$ cat src/rtl/pd_block_loader_pkg.sv
// Shared definitions for the PD header block loader: the FSM state encoding
// and the number of header+difficulty bytes written per load.
package pd_block_loader_pkg;

  localparam int PD_HEADER_BYTES = 112;
  localparam int PD_ADDR_W       = 7;

  typedef enum logic [1:0] {
    ST_IDLE = 2'd0,
    ST_LOAD = 2'd1,
    ST_DONE = 2'd2
  } state_e;

endpackage

$ cat src/rtl/pd_block_loader_byte_counter.sv
// Storage byte address counter: synchronous clear, count enable, and a
// terminal flag raised while the count sits on the last header address.
module pd_block_loader_byte_counter
  import pd_block_loader_pkg::*;
#(
  parameter int NUM_BYTES = PD_HEADER_BYTES,
  parameter int ADDR_W    = PD_ADDR_W
) (
  input  logic              clk,
  input  logic              n_rst,
  input  logic              clear,
  input  logic              enable,
  output logic [ADDR_W-1:0] count,
  output logic              terminal
);

  logic [ADDR_W-1:0] count_q, count_d;

  // Compared as int so a NUM_BYTES that overflows ADDR_W never aliases a low address.
  assign terminal = (int'(count_q) == (NUM_BYTES - 1));
  assign count    = count_q;

  always_comb begin
    count_d = count_q;
    if (clear) begin
      count_d = '0;
    end else if (enable && !terminal) begin
      count_d = count_q + ADDR_W'(1);
    end
  end

  always_ff @(posedge clk or negedge n_rst) begin
    if (!n_rst) begin
      count_q <= '0;
    end else begin
      count_q <= count_d;
    end
  end

endmodule

$ cat src/rtl/pd_block_loader.sv
// Header byte loader: takes a valid/ready byte stream and writes each accepted
// byte to block storage at addresses 0..NUM_BYTES-1, one registered strobe per byte.
module pd_block_loader
  import pd_block_loader_pkg::*;
#(
  parameter int NUM_BYTES = PD_HEADER_BYTES,
  parameter int ADDR_W    = PD_ADDR_W
) (
  input  logic              clk,
  input  logic              n_rst,
  input  logic              start,
  input  logic              abort,
  input  logic              rx_valid,
  input  logic [7:0]        rx_byte,
  output logic              rx_ready,
  output logic              o_data_en,
  output logic [7:0]        o_data,
  output logic [ADDR_W-1:0] o_data_sel,
  output logic              busy,
  output logic              load_done,
  input  logic              done_ack
);

  state_e            state_q, state_d;
  logic              accept;
  logic              cnt_clear;
  logic              cnt_terminal;
  logic [ADDR_W-1:0] cnt;

  logic              data_en_q, data_en_d;
  logic [7:0]        data_q, data_d;
  logic [ADDR_W-1:0] data_sel_q, data_sel_d;

  pd_block_loader_byte_counter #(
    .NUM_BYTES (NUM_BYTES),
    .ADDR_W    (ADDR_W)
  ) u_byte_counter (
    .clk      (clk),
    .n_rst    (n_rst),
    .clear    (cnt_clear),
    .enable   (accept),
    .count    (cnt),
    .terminal (cnt_terminal)
  );

  always_ff @(posedge clk or negedge n_rst) begin
    if (!n_rst) begin
      state_q <= ST_IDLE;
    end else begin
      state_q <= state_d;
    end
  end

  always_comb begin
    state_d = state_q;
    case (state_q)
      ST_IDLE: begin
        if (start) state_d = ST_LOAD;
      end
      ST_LOAD: begin
        if (abort) begin
          state_d = ST_IDLE;
        end else if (accept && cnt_terminal) begin
          state_d = ST_DONE;
        end
      end
      ST_DONE: begin
        if (start) begin
          state_d = ST_LOAD;
        end else if (done_ack) begin
          state_d = ST_IDLE;
        end
      end
      default: state_d = ST_IDLE;
    endcase
  end

  always_comb begin
    rx_ready  = (state_q == ST_LOAD);
    busy      = (state_q == ST_LOAD);
    load_done = (state_q == ST_DONE);
  end

  // A byte arriving on the abort edge is dropped: no strobe, no count.
  always_comb begin
    accept    = rx_ready && rx_valid && !abort;
    cnt_clear = (start && (state_q != ST_LOAD)) || ((state_q == ST_LOAD) && abort);
  end

  always_comb begin
    data_en_d  = accept;
    data_d     = data_q;
    data_sel_d = data_sel_q;
    if (accept) begin
      data_d     = rx_byte;
      data_sel_d = cnt;
    end
  end

  always_ff @(posedge clk or negedge n_rst) begin
    if (!n_rst) begin
      data_en_q  <= 1'b0;
      data_q     <= '0;
      data_sel_q <= '0;
    end else begin
      data_en_q  <= data_en_d;
      data_q     <= data_d;
      data_sel_q <= data_sel_d;
    end
  end

  assign o_data_en  = data_en_q;
  assign o_data     = data_q;
  assign o_data_sel = data_sel_q;

endmodule
$ cat config.mk
export PLATFORM = sky130hd
export DESIGN_NAME = pd_block_loader
export DESIGN_NICKNAME = d
export VERILOG_FILES = /design/src/rtl/pd_block_loader_pkg.sv /design/src/rtl/pd_block_loader_byte_counter.sv /design/src/rtl/pd_block_loader.sv
export SDC_FILE = /design/constraint.sdc
export NUM_CORES = 1
export LEC_CHECK = 0
export ABC_AREA = 0
export CORE_MARGIN = 2
export CORE_UTILIZATION = 52
export CTS_BUF_LIST = sky130_fd_sc_hd__clkbuf_4 sky130_fd_sc_hd__clkbuf_8
export DETAILED_ROUTE_END_ITERATION = 6
export PLACE_DENSITY = 0.86
export SETUP_SLACK_MARGIN = 0.02
export SYNTH_ARGS = -nofsm -noshare
export SYNTH_HDL_FRONTEND = slang
export SYNTH_SLANG_ARGS = --single-unit
$ cat constraint.sdc
create_clock -name clk -period 2.9 [get_ports clk]
set_input_delay 0.58 -clock clk [delete_from_list [all_inputs] [get_ports clk]]
set_output_delay 0.58 -clock clk [all_outputs]
set_load 0.02 [all_outputs]
==> results.md, run 1 <==
- Comb pwr share: a little under a third
- Post-synthesis sequential area ratio: 56.0%
- Hold Startpoint: o_data_sel[4]
- Worst EP required: 2.32 ns
- Final Skew: roughly 0.0016 ns
- Avg Cell Area, Syn: 12.8 µm²
- Fin Setup TNS: 0 ns
- Root Buffer: clkbuf_4
- H-tree depth: 1
- Core area: 0.00200 mm²
- Setup Buffers After CTS: 0
- Fill cells: roughly 130
- Net Sw Frac: between 20 and 30%
- Maximum vdd ir drop: between 0.0004 and 0.0005 V
- Hold endpoint: o_data_sel[4]
- Vias in the first global route: 874
- DR iter-0 viols: 8
- Share of layout cells above drive strength 1: between 10% and 20%
- Net Switching: around 250 µW
- Post-Route WL: between 2 and 2.5 mm
- Hold Buf Count CTS: 0
- Hold path depth: 1
- Synth Register Bits: 25
- CTS resizes: 0
- Row cnt: 16
- Int Pwr: just under 600 µW
- Final Max Slew Viols: 0
- Total Routing Usage GR: 20.6%
- Worst r2r dst: u_byte_counter.count[1]
- Die width: between 50 and 60 µm
- CP Class: flop to primary output
- TritonCTS buffer count: 3
- Antenna violations before repair: 0
- CTS sink cnt: 25
- Pre-antenna DRT Iters: 4
- LEAKAGE: between 0.0006 and 0.0007 µW
- CTS tree: done
- CP endpoint kind: primary output
- Slew @ Worst Pin: 0.468 ns
- Post-synthesis cell count: a little under 90
- PortBufs: 32
- Worst skew pair latency: approximately 0.31 ns
- CP arrival: between 1.5 and 2 ns
- Detailed placement HPWL: approximately 1.7 mm
- Worst r2r path cells: 5
- Nets: 138
- Clk buf depth: 2
- Per-cell routed wire length: about 15 µm
- Final Hold Fails: 0
- Number of diodes: 0
- Fmax: ~440 MHz
- Largest net degree at the start of global routing: 26
- Die ar.: 0.00254 mm²
- Grt ovf: 0
- Worst Path Max Fanout: 11
- Cell area after synthesis: around 0.0011 mm²
- Period utilization: 78.5%
- Slew margin rel.: 68.7%
- Worst R2R Start: state_q[1]
- First-pass GRT wire length: just under 4 mm
- Antenna viol nets, final: 0
- PD cells: between 500 and 600 mW/mm²
- Io pins: 33
- DR vias: 828
- Tmin final: 2.28 ns
- Layout area overhead: 34.0%
- Syn nets: a little over 100
- Hold Path Class: flop to flop
- Ys Warns: 0
- Final setup viols: 0
- CP Launch Type: flop
- Part of the power in registers: between 50% and 60%
- Fin Hold WS: between 0.5 and 0.6 ns
- Unique masters post-synth: 24
- GPL Wtd Cong: ~0.8
- Detailed-route DRC error count: 0
- Outcome: completed
- Initial Utilization: 55.8%
- Via density: between 5 and 6
- Clock power frac: a little under a fifth
- Die height: between 50 and 60 µm
- Clock-pin slew on the worst setup and hold paths: ~0.13 ns
- Max_cap viols: 0
- Unrepaired setup endpoints after global routing: no
- Total design power: approximately 830 µW
- Register-to-Register Setup Slack: between 1 and 1.5 ns
-- metal layers --
layer | part of all wire [%] | vias to the layer above | GRT usage, % | wire [µm]
met5 | 0 | - | 0 | 0
met2 | 54 | 20 | 35.1 | 1200
met3 | 3.4 | 4 | 3.57 | 76
met4 | 1.3 | 0 | 8.56 | 30
met1 | 41 | 415 | 26.0 | 920
li1 | - | 389 | - | -
-- sequential cells by signal (all words and copies together), names as in the netlist --
signal / cells
state_q: 2
o_data: 8
o_data_en: 1
o_data_sel: 7
u_byte_counter.count: 7
-- cells in the mapped netlist --
| cell type | n | area [µm²] |
|---|---|---|
| nor2b_1 | 2 | 12.5 |
| or4b_1 | 1 | 10.0 |
| o211ai_1 | 10 | 75.1 |
| nand3b_1 | 2 | 15.0 |
| clkinv_1 | 1 | 3.75 |
| o21ai_0 | 3 | 15.0 |
| nor4_1 | 1 | 6.26 |
| nand3_1 | 1 | 5.00 |
| nor2_1 | 2 | 7.51 |
| dfrtp_1 | 25 | 626 |
| mux2i_1 | 6 | 60.1 |
| mux2_2 | 15 | 169 |
| a21o_1 | 1 | 7.51 |
| clkbuf_1 | 1 | 3.75 |
| nor3_1 | 1 | 5.00 |
| nand4bb_1 | 1 | 11.3 |
| inv_1 | 6 | 22.5 |
| ha_1 | 1 | 12.5 |
| o311ai_0 | 1 | 8.76 |
| buf_2 | 1 | 5.00 |
| buf_4 | 2 | 15.0 |
| o221ai_1 | 1 | 8.76 |
| and3_1 | 1 | 6.26 |
| nand4_1 | 1 | 6.26 |
-- placed cells by master, fill, tap and decap left out --
cell type and count:
inv_1 6, o311ai_0 1, nand3b_1 2, and3_1 1
clkinv_2 1, a21o_1 1, o221ai_1 1, nor3_1 1
or4b_1 1, buf_4 3, nand4bb_1 1, clkinv_1 1
dfrtp_1 25, nand4_1 1, o211ai_1 10, clkdlybuf4s50_1 32
nor4_1 1, nor2_1 2, clkbuf_4 3, o21ai_0 3
mux2i_1 6, mux2_2 15, ha_1 1, nand3_1 1
nor2b_1 2
-- layout make-up --
| type | instances | area (µm²) | area share, % |
|---|---|---|---|
| sequential | 25 | 626 | 41.8 |
| inverter | 7 | 26.3 | 1.75 |
| multi-input combinational | 51 | 442 | 29.5 |
| timing repair buffer | 35 | 343 | 22.9 |
| clock buffer | 3 | 22.5 | 1.50 |
| clock inverter | 1 | 5.00 | 0.334 |
| tap | 27 | 33.8 | 2.26 |
-- critical path, stage by stage, from the launching register on --
cell and delay, ns:
dfrtp_1 0.43, nor2b_1 0.15, buf_4 0.18, clkdlybuf4s50_1 0.61
-- per-stage QoR --
step / std cells / cell area (µm²) / utilization, % / worst slack [ns]
6_report: 149 / 1500 / 74.8 / 0.625
5_1_grt: 149 / 1500 / 74.8 / 0.521
4_1_cts: 149 / 1500 / 74.8 / 0.609
3_5_place_dp: 145 / 1470 / 73.4 / 0.502
3_3_place_gp: 145 / 1470 / 73.4 / 0.624
2_1_floorplan: 87 / 1120 / - / 1.16
-- how the worst max path moves through the flow --
stage | from | endpoint | slack, ns | cells after the start
floorplan | state_q[0] | rx_ready | 1.16 | 3
global placement | abort | u_byte_counter.count[0] | 0.62 | 6
detailed placement | abort | u_byte_counter.count[1] | 0.50 | 6
CTS | state_q[0] | busy | 0.61 | 3
global route | state_q[0] | rx_ready | 0.52 | 3
finish | state_q[0] | busy | 0.62 | 3
-- cell families after synthesis --
family                   synth area share [%]
flip-flops                               56.0
AND/OR/NAND/NOR                          7.61
AO/OA/AOI/OAI                            10.3
adder cells (fa/ha/maj)                  1.12
multiplexers                             20.5
buffers and inverters                    4.48
-- power groups by stage --
| stage | combinational (µW) | clock [µW] | sequential (µW) |
|---|---|---|---|
| 3_5_place_dp | 256 | 0 | 429 |
| 6_report | 254 | 152 | 420 |
| 2_1_floorplan | 77.5 | 0 | 475 |
| 5_1_grt | 272 | 170 | 426 |
| 3_3_place_gp | 251 | 0 | 426 |
| 4_1_cts | 257 | 159 | 421 |
Note: power is estimated with default switching activity, not from simulation.
==> run 2: changes to the inputs <==
--- a/config.mk
+++ b/config.mk
@@ -7,10 +7,10 @@
 export LEC_CHECK = 0
 export ABC_AREA = 0
 export CORE_MARGIN = 2
-export CORE_UTILIZATION = 52
+export CORE_UTILIZATION = 43
 export CTS_BUF_LIST = sky130_fd_sc_hd__clkbuf_4 sky130_fd_sc_hd__clkbuf_8
 export DETAILED_ROUTE_END_ITERATION = 6
-export PLACE_DENSITY = 0.86
+export PLACE_DENSITY = 0.76
 export SETUP_SLACK_MARGIN = 0.02
 export SYNTH_ARGS = -nofsm -noshare
 export SYNTH_HDL_FRONTEND = slang
==> constraint.sdc (replaced) <==
create_clock -name clk -period 2 [get_ports clk]
set_input_delay 0.4 -clock clk [delete_from_list [all_inputs] [get_ports clk]]
set_output_delay 0.4 -clock clk [all_outputs]
set_load 0.02 [all_outputs]
==> run 2 against run 1 <==
Against the previous run:
- design area up 1.3%
- die area is 19% higher
- first-iteration DRC count grew 38%
- clock power grew 47%
- sequential power increased by 45%
- core utilization is 14 points lower
- global-route usage down 4.1 points
==> results.md, run 2 (synthesized netlist as in run 1, its figures left out) <==
- PD cells: about 790 mW/mm²
- CP Launch Type: flop
- Net Switching: between 300 and 400 µW
- Io pins: 33
- Die width: 55.0 µm
- Per-cell routed wire length: between 10 and 15 µm
- Grt ovf: 0
- Die height: about 55 µm
- CP arrival: approximately 1.3 ns
- Worst skew pair latency: between 0.3 and 0.4 ns
- Int Pwr: ~840 µW
- Period utilization: 85.6%
- CP top delay family: buffers and inverters
- GPL Wtd Cong: ~0.76
- Met2 usage: 28.0%
- Nets: about 140
- Pre-antenna DRT Iters: 4
- Slew margin rel.: between 70% and 80%
- LEAKAGE: between 0.0006 and 0.0007 µW
- TritonCTS buffer count: 3
- DR iter-0 viols: 11
- Worst EP required: about 1.6 ns
- Fin Setup TNS: 0 ns
- Die ar.: 0.00302 mm²
- Slew @ Worst Pin: ~0.34 ns
- Outcome: completed
- Unrepaired setup endpoints after global routing: no
- Core area: between 0.002 and 0.0025 mm²
- Number of diodes: 0
- Via density: about 5.4
- Commonest non-fill, non-tap cell in the layout: clkdlybuf4s50_1
- Part of the power in registers: 50.8%
- Largest net degree at the start of global routing: 26
- Row cnt: 18
- First-pass GRT wire length: roughly 3.6 mm
- Clock-pin slew on the worst setup and hold paths: between 0.1 and 0.15 ns
- Fmax: approximately 600 MHz
- Final Max Slew Viols: 0
- Antenna viol nets, final: 0
- Fin Hold WS: around 0.42 ns
- Net Sw Frac: between 20% and 30%
- CTS sink cnt: 25
- Max stage delay on crit path: 0.62 ns
- Worst Path Max Fanout: 2
- Crit path max-delay cell type: clkdlybuf4s50_1
- DR vias: ~830
- Layout area overhead: 35.8%
- Tmin final: ~1.7 ns
- Root Buffer: clkbuf_4
- CP bufs+invs: 1
- Clock power frac: approximately a fifth
- CTS tree: done
- Hold Buf Count CTS: 0
- Share of layout cells above drive strength 1: 18.7%
- Detailed-route DRC error count: 0
- Max reg flops: 8
- Vias in the first global route: 814
- Fill cells: 197
- M1 GR Usage: 21.3%
- CP endpoint kind: primary output
- Initial Utilization: between 40 and 50%
- Total Routing Usage GR: 16.6%
- CP Class: flop to primary output
- Most frequent cells in the layout: 29 x clkdlybuf4s50_1, 25 x dfrtp_1, 15 x mux2_2
- Comb pwr share: approximately 30%
- H-tree depth: 1
- Clk buf depth: 2
- Hold Path Class: input port to async pin
- PortBufs: 32
- Post-Route WL: 2.16 mm
- Antenna violations before repair: 0
- Grt met3 use: 2.69%
- Grt peak-use layer: met2
- Detailed placement HPWL: 1.59 mm
- Critical Path, Cell by Cell: clkdlybuf4s50_1
- Final setup viols: 0
- Maximum vdd ir drop: just over 0.0005 V
- Final Skew: 0.00395 ns
- Max_cap viols: 0
- Final Hold Fails: 0
## run 2: changes by cell type in the layout (fill, tap and decap cells not counted)
| cell | delta |
|---|---|
| dlygate4sd2_1 | +3 |
| clkdlybuf4s50_1 | -3 |
| buf_12 | +1 |
## run 2: area by class of cell
class / count / area (µm²) / area share [%]
Clock buffer: 3 / 22.5 / 1.48
Clock inverter: 1 / 5.00 / 0.330
Inverter: 7 / 26.3 / 1.73
Multi-Input combinational cell: 51 / 442 / 29.1
Sequential cell: 25 / 626 / 41.2
Tap cell: 30 / 37.5 / 2.47
Timing Repair Buffer: 36 / 359 / 23.7
## run 2: worst register-to-register path, delay by kind of cell (launching register included)
kind	cells	cell delay [ns]
AOI/OAI and AO/OA	1	0.39
adders and majority gates	1	0.19
DFF	1	0.44
muxes	1	0.24
and+or+nand+nor	1	0.23
## run 2: routing by layer
layer  share of wire (%)  wire length (µm)
met5                   0                 0
met1                  43               933
met3                 2.9                63
met4                 1.3                29
met2                  53              1130
## run 2: power by group through the flow
stage / Combinational [µW] / Sequential [µW] / Clock [µW]
2_1_floorplan: 112 / 688 / 0
4_1_cts: 373 / 611 / 235
6_report: 367 / 610 / 223
3_3_place_gp: 370 / 617 / 0
3_5_place_dp: 375 / 621 / 0
5_1_grt: 392 / 618 / 252
## run 2: worst paths after layout
kind                                          from                       to  slack, ns  cells after the start
max                                  o_data_sel[0]            o_data_sel[0]       0.29                      1
min                                          n_rst            o_data_sel[3]       0.42                      2
max reg2reg                u_byte_counter.count[0]  u_byte_counter.count[1]       0.45                      4
min reg2reg                          o_data_sel[1]            o_data_sel[1]       0.52                      1
max in group asynchronous                    n_rst  u_byte_counter.count[6]       1.35                      2
min in group clk                     o_data_sel[1]            o_data_sel[1]       0.52                      1
## run 2: repair_timing
item	CTS	global route
endpoints found under the setup margin	3	0
gates resized for setup	3	0
buffers inserted	0	0
## run 2: stage by stage
stage	power, µW	utilization, %	setup slack [ns]	instances	area [µm²]
after floorplan	801	-	0.444	87	1120
after global placement	987	60.3	0.165	149	1490
after detailed placement	996	60.3	0.0898	149	1490
after CTS	1220	61.3	0.273	153	1520
after global routing	1260	61.3	0.212	153	1520
final	1200	61.3	0.287	153	1520
